[src/rtl/non_restor_seq.sv]
// Sequential non-restoring integer square root, one root bit per clock; SQRT_ROUND_EN selects round-to-nearest root.
// Latency: result valid DATA_WIDTH/2 clocks after accept; one result per DATA_WIDTH/2+1 clocks at full rate.
// Backpressure: result held in DONE until out_ready; a new operand is accepted on the same handshake edge.
module non_restor_seq #(
  parameter int DATA_WIDTH = 8
) (
  input  logic                  clk,
  input  logic                  rst,
  input  logic                  in_valid,
  output logic                  in_ready,
  input  logic [DATA_WIDTH-1:0] din,
  output logic                  out_valid,
  input  logic                  out_ready,
  output logic [DATA_WIDTH/2:0] root,
  output logic [DATA_WIDTH/2:0] rem
);

  localparam int N   = DATA_WIDTH / 2;
  localparam int RW  = N + 1;
  localparam int RW1 = RW + 1;
  localparam int CW  = (N > 1) ? $clog2(N) : 1;

  typedef enum logic [1:0] {
    IDLE,
    CALC,
    DONE
  } state_t;

  state_t                state_q, state_d;
  logic [DATA_WIDTH-1:0] d_q;
  logic [RW:0]           r_q;      // two's complement partial remainder, sign at [RW]
  logic [N-1:0]          q_q;
  logic [CW-1:0]         cnt_q;

  logic                  accept;
  logic                  last;
  logic [1:0]            pair;
  logic [RW:0]           r_nxt;
  logic [RW-1:0]         q_nxt;
  logic [RW-1:0]         rem_nxt;
  logic [RW-1:0]         root_nxt;

  assign in_ready = (state_q == IDLE) | ((state_q == DONE) & out_ready);
  assign accept   = in_valid & in_ready;
  assign last     = (state_q == CALC) && (cnt_q == '0);

  always_comb begin
    state_d = state_q;
    case (state_q)
      IDLE:    if (in_valid) state_d = CALC;
      CALC:    if (cnt_q == '0) state_d = DONE;
      DONE:    if (out_ready) state_d = in_valid ? CALC : IDLE;
      default: state_d = IDLE;
    endcase
  end

  // The remainder provably fits RW+1 bits, so the wide intermediate is truncated mod 2^(RW+1).
  always_comb begin
    pair = 2'(d_q >> {cnt_q, 1'b0});
    if (r_q[RW]) r_nxt = RW1'({r_q, pair} + {2'b00, q_q, 2'b11});
    else         r_nxt = RW1'({r_q, pair} - {2'b00, q_q, 2'b01});
    q_nxt   = {q_q, ~r_nxt[RW]};
    rem_nxt = r_nxt[RW] ? RW'(r_nxt + {q_nxt, 1'b1}) : r_nxt[RW-1:0];
`ifdef SQRT_ROUND_EN
    root_nxt = (rem_nxt > q_nxt) ? q_nxt + RW'(1) : q_nxt;
`else
    root_nxt = q_nxt;
`endif
  end

  always_ff @(posedge clk) begin
    if (rst) state_q <= IDLE;
    else     state_q <= state_d;
  end

  always_ff @(posedge clk) begin
    if (rst) begin
      d_q       <= '0;
      r_q       <= '0;
      q_q       <= '0;
      cnt_q     <= '0;
      root      <= '0;
      rem       <= '0;
      out_valid <= 1'b0;
    end else begin
      if (accept) begin
        d_q   <= din;
        r_q   <= '0;
        q_q   <= '0;
        cnt_q <= CW'(N - 1);
      end else if (state_q == CALC) begin
        r_q <= r_nxt;
        q_q <= q_nxt[N-1:0];
        if (cnt_q != '0) cnt_q <= cnt_q - 1'b1;
      end

      // The old result retires on its handshake; a fresh operand needs N clocks anyway.
      if (last) begin
        root      <= root_nxt;
        rem       <= rem_nxt;
        out_valid <= 1'b1;
      end else if (out_valid && out_ready) begin
        out_valid <= 1'b0;
      end
    end
  end

endmodule

[config.mk]
export PLATFORM = sky130hd
export DESIGN_NAME = non_restor_seq
export DESIGN_NICKNAME = d
export VERILOG_FILES = /design/src/rtl/non_restor_seq.sv
export SDC_FILE = /design/constraint.sdc
export NUM_CORES = 1
export LEC_CHECK = 0
export BUFFER_PORTS_ARGS = -buffer_cell sky130_fd_sc_hd__buf_2
export CAP_MARGIN = 5
export CORE_AREA = 2 2 52 66
export CTS_BUF_LIST = sky130_fd_sc_hd__clkbuf_2
export DETAILED_ROUTE_END_ITERATION = 10
export DIE_AREA = 0 0 54 68
export GPL_TIMING_DRIVEN = 0
export PLACE_DENSITY = 0.79
export SLEW_MARGIN = 5
export SYNTH_ARGS = -nofsm -noshare
export SYNTH_HDL_FRONTEND = slang
export SYNTH_SLANG_ARGS = --single-unit
[constraint.sdc]
create_clock -name clk -period 5.2 [get_ports clk]
set_clock_uncertainty 0.1 [all_clocks]
set_input_delay 1.04 -clock clk [delete_from_list [all_inputs] [get_ports clk]]
set_output_delay 1.04 -clock clk [all_outputs]
set_load 0.02 [all_outputs]
==> results.yml, run 1 <==
run_status:
  status: "complete, no violations"
synth:
  seq_area_frac_synth_pct: 39.23
  syn_avg_cell_area_um2: 8.549
  syn_area_um2: 1633
  ys.flop_type: "dfxtp_1"
  synth_cell_type_count: 35
  synth_edf_count: 0
  synth_top_family_by_area: "simple AND/OR/NAND/NOR gates"
  syn-num-nets: 211
  yosys.area_share.simple_pct: 18.62
  synth_async_sr_flop_share_pct: 0
  ys_ff_latch: 32
  yosys_warnings: 0
  synth_adder_area_share_pct: 6.130
  synth_xor_area_share_pct: 7.969
  synth_cells: 191
  synth_compound_area_share_pct: 15.71
  synth_mux_area_share_pct: 6.667
timing:
  rsz0062_at_grt: "no"
  maxSlewHeadroom_pct: 54.68
  tightest_slew_ps: 679.8
  totalNegativeSetupSlack_ps: 0
  min_period_over_period_pct: 66.63
  hold_viol: 0
  fmax_ghz: 0.2886
  drv_slew: 0
  setup_viol: 0
  layout_min_cycle_time_ps: 3465
power_and_ir_drop:
  comb_power_share_pct: 35.3
  clkPwrFrac_pct: 24.8
  design_power_total_uw: 682.8
  peakVddDrop_mv: 0.2448
  p_int_uw: 456.2
  p_sw_uw: 226.7
  seq_power_share_pct: 39.9
  power.leakage_nw: 0.7418
  powerDensity_nw_per_um2: 369.2
  power_switching_share_pct: 33.20
critical_path:
  reg2reg_slack_ps: 1740
  crit_type: "flip-flop to flip-flop"
  path_max_fanout: 5
  cp.arrival_ps: 3680
  crit_start: "cnt_q[0]"
  required_ps: 5410
  regToRegStartpoint: "cnt_q[0]"
  end_kind: "flip-flop"
  startpoint_type: "flip-flop"
drt:
  postRouteAntennaNets: 0
  first_pass_iters: 4
  route.final.wire_length_mm: 3.172
  viasPerCell: 5.284
  num_vias: 1358
  drc: 0
  wl_per_cell_um: 12.34
  drt_iter0_drc: 29
floorplan:
  fp.dieH_um: 68
  dieArea_um2: 3672
  fp-row-count: 23
  die_width_um: 54
  initial_core_util_pct: 52.54
  ioPinCount: 24
  fp.coreArea_um2: 3108
clocking:
  htree_levels: 2
  postCtsSetupBuffers: 0
  cts_hold_buf: 0
  clk_path_buf_depth: 2
  clkLatencyLatePin_ps: 390
  post_cts_resized: 0
  clock_sinks: 32
  numCtsBuffers: 5
  cts-root-buf: "clkbuf_2"
  cts_tree: "yes"
  clk_pin_slew_ps: 160
global_routing:
  antenna_found_initial: 0
  globalRouteOverflowTotal: 0
  grt_max_degree: 11
  grt_pass1_vias: 1223
  gr-usage-all-layers_pct: 20.11
  grt_pass1_wl_mm: 5.181
placed_design:
  dp_cells: 249
  gp_congestion: 0.8948
  hpwl_mm: 2.391
  io_buffers: 21
final_layout:
  seq_area_um2: 640.6
  fin_cells: 257
  multiInputGateArea_um2: 899.6
  final_cell_mix: "nand2_1, dfxtp_1, a21oi_1"
  num_antenna_cells: 0
  drive_above_1_share_pct: 15.91
  syn_to_final_growth_pct: 13.26
  finalNetCount: 239
  fillers: 299
  final_common_cell: "nand2_1"
job:
  drv_cap: 0
hold_path:
  hold_class: "flip-flop to flip-flop"
  hp-start: "out_valid"
## synthesized netlist by cell type, types with 2 or more instances
cell type | number | area share (%)
nand2b_1 | 2 | 0.77
nor2b_1 | 2 | 0.77
nor2_1 | 10 | 2.3
xnor2_1 | 12 | 6.4
a21oi_1 | 28 | 8.6
inv_1 | 9 | 2.1
ha_1 | 8 | 6.1
a211oi_1 | 6 | 2.8
o21a_1 | 2 | 0.92
nand2_1 | 34 | 7.8
nand3_1 | 9 | 2.8
nand3b_1 | 2 | 0.92
mux2i_1 | 6 | 3.7
dfxtp_1 | 32 | 39
clkbuf_1 | 8 | 1.8
or4_1 | 2 | 0.92
## area by class of cell
type,instances,share of cell area [%]
Multi-Input combinational cell,139,48.65
Sequential cell,32,34.64
Timing Repair Buffer,21,5.683
Buffer,11,3.180
Tap cell,37,2.503
Clock inverter,2,1.894
Inverter,9,1.827
Clock buffer,6,1.624
## through the flow
stage               area, µm²  setup slack, ps  hold slack, ps  utilization, %
finish                   1849             1735           362.2           59.50
global route             1849             1535           388.5           59.50
CTS                      1849             1729           364.8           59.50
detailed placement       1784             1770           344.1           57.41
global placement         1784             1793           341.5           57.41
floorplan                1633             2035           340.6               -
## sequential cells by signal, indices dropped and copies added, names as in the netlist
name / count
q_q: 4
state_q: 2
rem: 5
d_q: 8
r_q: 5
out_valid: 1
cnt_q: 2
root: 5
## cell families (layout without fill, tap and decap cells)
family | count (synthesis) | count (layout)
XOR/XNOR | 14 | 14
multiplexers | 8 | 8
adder cells (fa/ha/maj) | 8 | 8
buffers and inverters | 20 | 49
AO/OA/AOI/OAI | 43 | 43
AND/OR/NAND/NOR | 66 | 66
flip-flops | 32 | 32
## routing by layer
| metal | wire (µm) | vias up | track usage, % |
|---|---|---|---|
| li1 | - | 717 | - |
| met1 | 1391 | 608 | 21.66 |
| met2 | 1577 | 25 | 35.37 |
| met3 | 126 | 8 | 5.895 |
| met4 | 76 | 0 | 9.375 |
| met5 | 0 | - | 0 |
## power groups by stage
stage | Clock [mW] | Combinational (mW) | Sequential [mW]
after global routing | 0.181 | 0.267 | 0.276
after CTS | 0.172 | 0.242 | 0.273
after floorplan | 0 | 0.189 | 0.283
after global placement | 0 | 0.236 | 0.277
final | 0.169 | 0.241 | 0.273
after detailed placement | 0 | 0.241 | 0.278
## critical path, cell delays in order, from the launching register on
cell and delay, ps:
dfxtp_1 460, mux4_1 660, inv_1 90, ha_1 170, xnor2_1 210, ha_1 350
and4_2 240, o31a_1 290, o21a_1 180, or4_1 400, a311oi_1 250
## path summary, 6_finish.rpt
path                     to  depth (start not counted)
setup / recovery     rem[4]                         10
hold / removal    out_valid                          2
setup reg to reg     rem[4]                         10
hold reg to reg   out_valid                          2
Power figures use the tool's default switching activity.
==> inputs of run 2 (changes only) <==
==> constraint.sdc (replaced) <==
create_clock -name clk -period 3.4 [get_ports clk]
set_clock_uncertainty 0.1 [all_clocks]
set_input_delay 0.68 -clock clk [delete_from_list [all_inputs] [get_ports clk]]
set_output_delay 0.68 -clock clk [all_outputs]
set_load 0.02 [all_outputs]
==> run 2 against run 1 <==
  * Sequential cell count did not move
  * Critical path type unchanged
  * Register-to-register slack got worse by 1600 ps
  * Via count rose by 2.5%
  * Critical endpoint unchanged
  * Worst hold slack hardly changed
  * Largest power group unchanged
  * First-iteration DRC count fell by 28%
  * Final cell count up 1.9%
  * Core utilization grew 1.9 points
==> results.yml, run 2 (synthesized netlist as in run 1, its figures left out) <==
global_routing:
  gr-usage-all-layers_pct: 20.11
  grt_pass1_vias: 1223
  globalRouteOverflowTotal: 0
  grt_max_degree: 11
  antenna_found_initial: 0
  grt_pass1_wl_mm: 5.181
final_layout:
  regMostFlops: "d_q"
  final_common_cell: "nand2_1"
  syn_to_final_growth_pct: 16.78
  finalNetCount: 244
  drive_above_1_share_pct: 19.56
  final_cell_mix: "nand2_1, dfxtp_1, a21oi_1"
  fillers: 292
  num_antenna_cells: 0
  largest_reg_flops: 8
placed_design:
  preCtsSetupSlack_ps: -30.16
  gp_congestion: 0.8948
  io_buffers: 21
  hpwl_mm: 2.391
drt:
  drc: 0
  route.final.wire_length_mm: 3.271
  drt_iter0_drc: 21
  first_pass_iters: 4
  postRouteAntennaNets: 0
  viasPerCell: 5.313
  num_vias: 1392
  wl_per_cell_um: 12.48
timing:
  hold_viol: 0
  drv_slew: 0
  setup_viol: 0
  maxSlewHeadroom_pct: 54.59
  fmax_ghz: 0.3091
  rsz0062_at_grt: "no"
  setup_slack_ps: 164.5
  min_period_over_period_pct: 95.16
  layout_min_cycle_time_ps: 3235
  totalNegativeSetupSlack_ps: 0
  tightest_slew_ps: 681.1
hold_path:
  hold_class: "flip-flop to flip-flop"
  hp-start: "root[4]"
critical_path:
  end_kind: "flip-flop"
  crit_start: "cnt_q[0]"
  crit_slowest_cell: "mux4_2"
  slowest_delay_ps: 570
  cp.arrival_ps: 3450
  startpoint_type: "flip-flop"
  crit_type: "flip-flop to flip-flop"
  path_common_cell: "ha_1"
  path_cells: "mux4_2 -> inv_1 -> ha_1 -> xnor2_2 -> ha_1 -> and4_2 -> o31a_1 -> o21a_1 -> or4_1 -> a311oi_1"
  regToRegStartpoint: "cnt_q[0]"
  path_max_fanout: 5
  required_ps: 3610
clocking:
  htree_levels: 2
  clk_path_buf_depth: 2
  cts-root-buf: "clkbuf_2"
  numCtsBuffers: 5
  clock_sinks: 32
  clk_pin_slew_ps: 160
  cts_tree: "yes"
  clkLatencyLatePin_ps: 390
  cts_hold_buf: 0
job:
  drv_cap: 0
power_and_ir_drop:
  power.leakage_nw: 0.7680
  peakVddDrop_mv: 0.3501
  powerDensity_nw_per_um2: 566.4
floorplan:
  initial_core_util_pct: 52.54
  die_width_um: 54
  dieArea_um2: 3672
  fp-row-count: 23
  ioPinCount: 24
  fp.coreArea_um2: 3108
  fp.dieH_um: 68
run_status:
  status: "complete, no violations"
==> run 2: cell types whose count changed in the layout (fill, tap and decap cells not counted) <==
cell and change:
dfxtp_4 +1, ha_4 +1, ha_1 -1, mux4_1 -1, dfxtp_1 -1, xnor2_2 +1
xnor2_1 -1, mux4_2 +1, buf_4 +5
==> run 2: path summary, 6_finish.rpt <==
kind / endpoint / depth (start not counted) / slack [ps]
worst max-delay path: rem[4] / 10 / 160
worst min-delay path: root[4] / 2 / 360
worst max register to register: rem[4] / 10 / 160
worst min register to register: root[4] / 2 / 360
==> run 2: layout make-up <==
class	instances	area, µm²	area share, %
Multi-Input combinational cell	139	915.9	48.03
Clock inverter	2	35.03	1.837
Tap cell	37	46.29	2.428
Clock buffer	6	30.03	1.575
Sequential cell	32	644.4	33.79
Buffer	11	58.81	3.084
Timing Repair Buffer	26	142.6	7.480
Inverter	9	33.78	1.772
==> run 2: timing repair <==
action                                  4_1_cts  5_1_grt
gates resized for setup                       1        4
setup buffers                                 0        5
endpoints found under the setup margin        1        2
pin swaps                                     0        3
==> run 2: stage by stage <==
stage / instances / hold WS (ps) / area, µm² / power [mW] / utilization [%]
after floorplan: 191 / 340.6 / 1633 / 0.7217 / -
after global placement: 249 / 341.5 / 1784 / 0.7860 / 57.41
after detailed placement: 249 / 344.1 / 1784 / 0.7943 / 57.41
after CTS: 257 / 364.8 / 1851 / 1.051 / 59.54
after global routing: 262 / 388.5 / 1907 / 1.143 / 61.35
final: 262 / 361.9 / 1907 / 1.080 / 61.35
==> run 2: per-layer routing <==
layer | vias to the layer above | wire length (µm) | track usage (%)
li1 | 726 | - | -
met1 | 625 | 1394 | 21.66
met2 | 32 | 1654 | 35.37
met3 | 9 | 153 | 5.895
met4 | 0 | 69 | 9.375
met5 | - | 0 | 0
==> run 2: worst max-delay path: cells and delay by family (launching register included) <==
family	cells	cell delay, ps
and+or+nand+nor	2	620
DFF	1	410
xor gates and xnor gates	1	160
AOI/OAI and AO/OA	3	720
muxes	1	570
buffers and inverters	1	90
adders and majority gates	2	500
==> run 2: power breakdown <==
part / internal, mW / leakage, nW / switching (mW)
combinational: 0.193 / 0.463 / 0.209
sequential: 0.401 / 0.262 / 0.0171
clock: 0.127 / 0.0430 / 0.133
total: 0.720 / 0.768 / 0.359
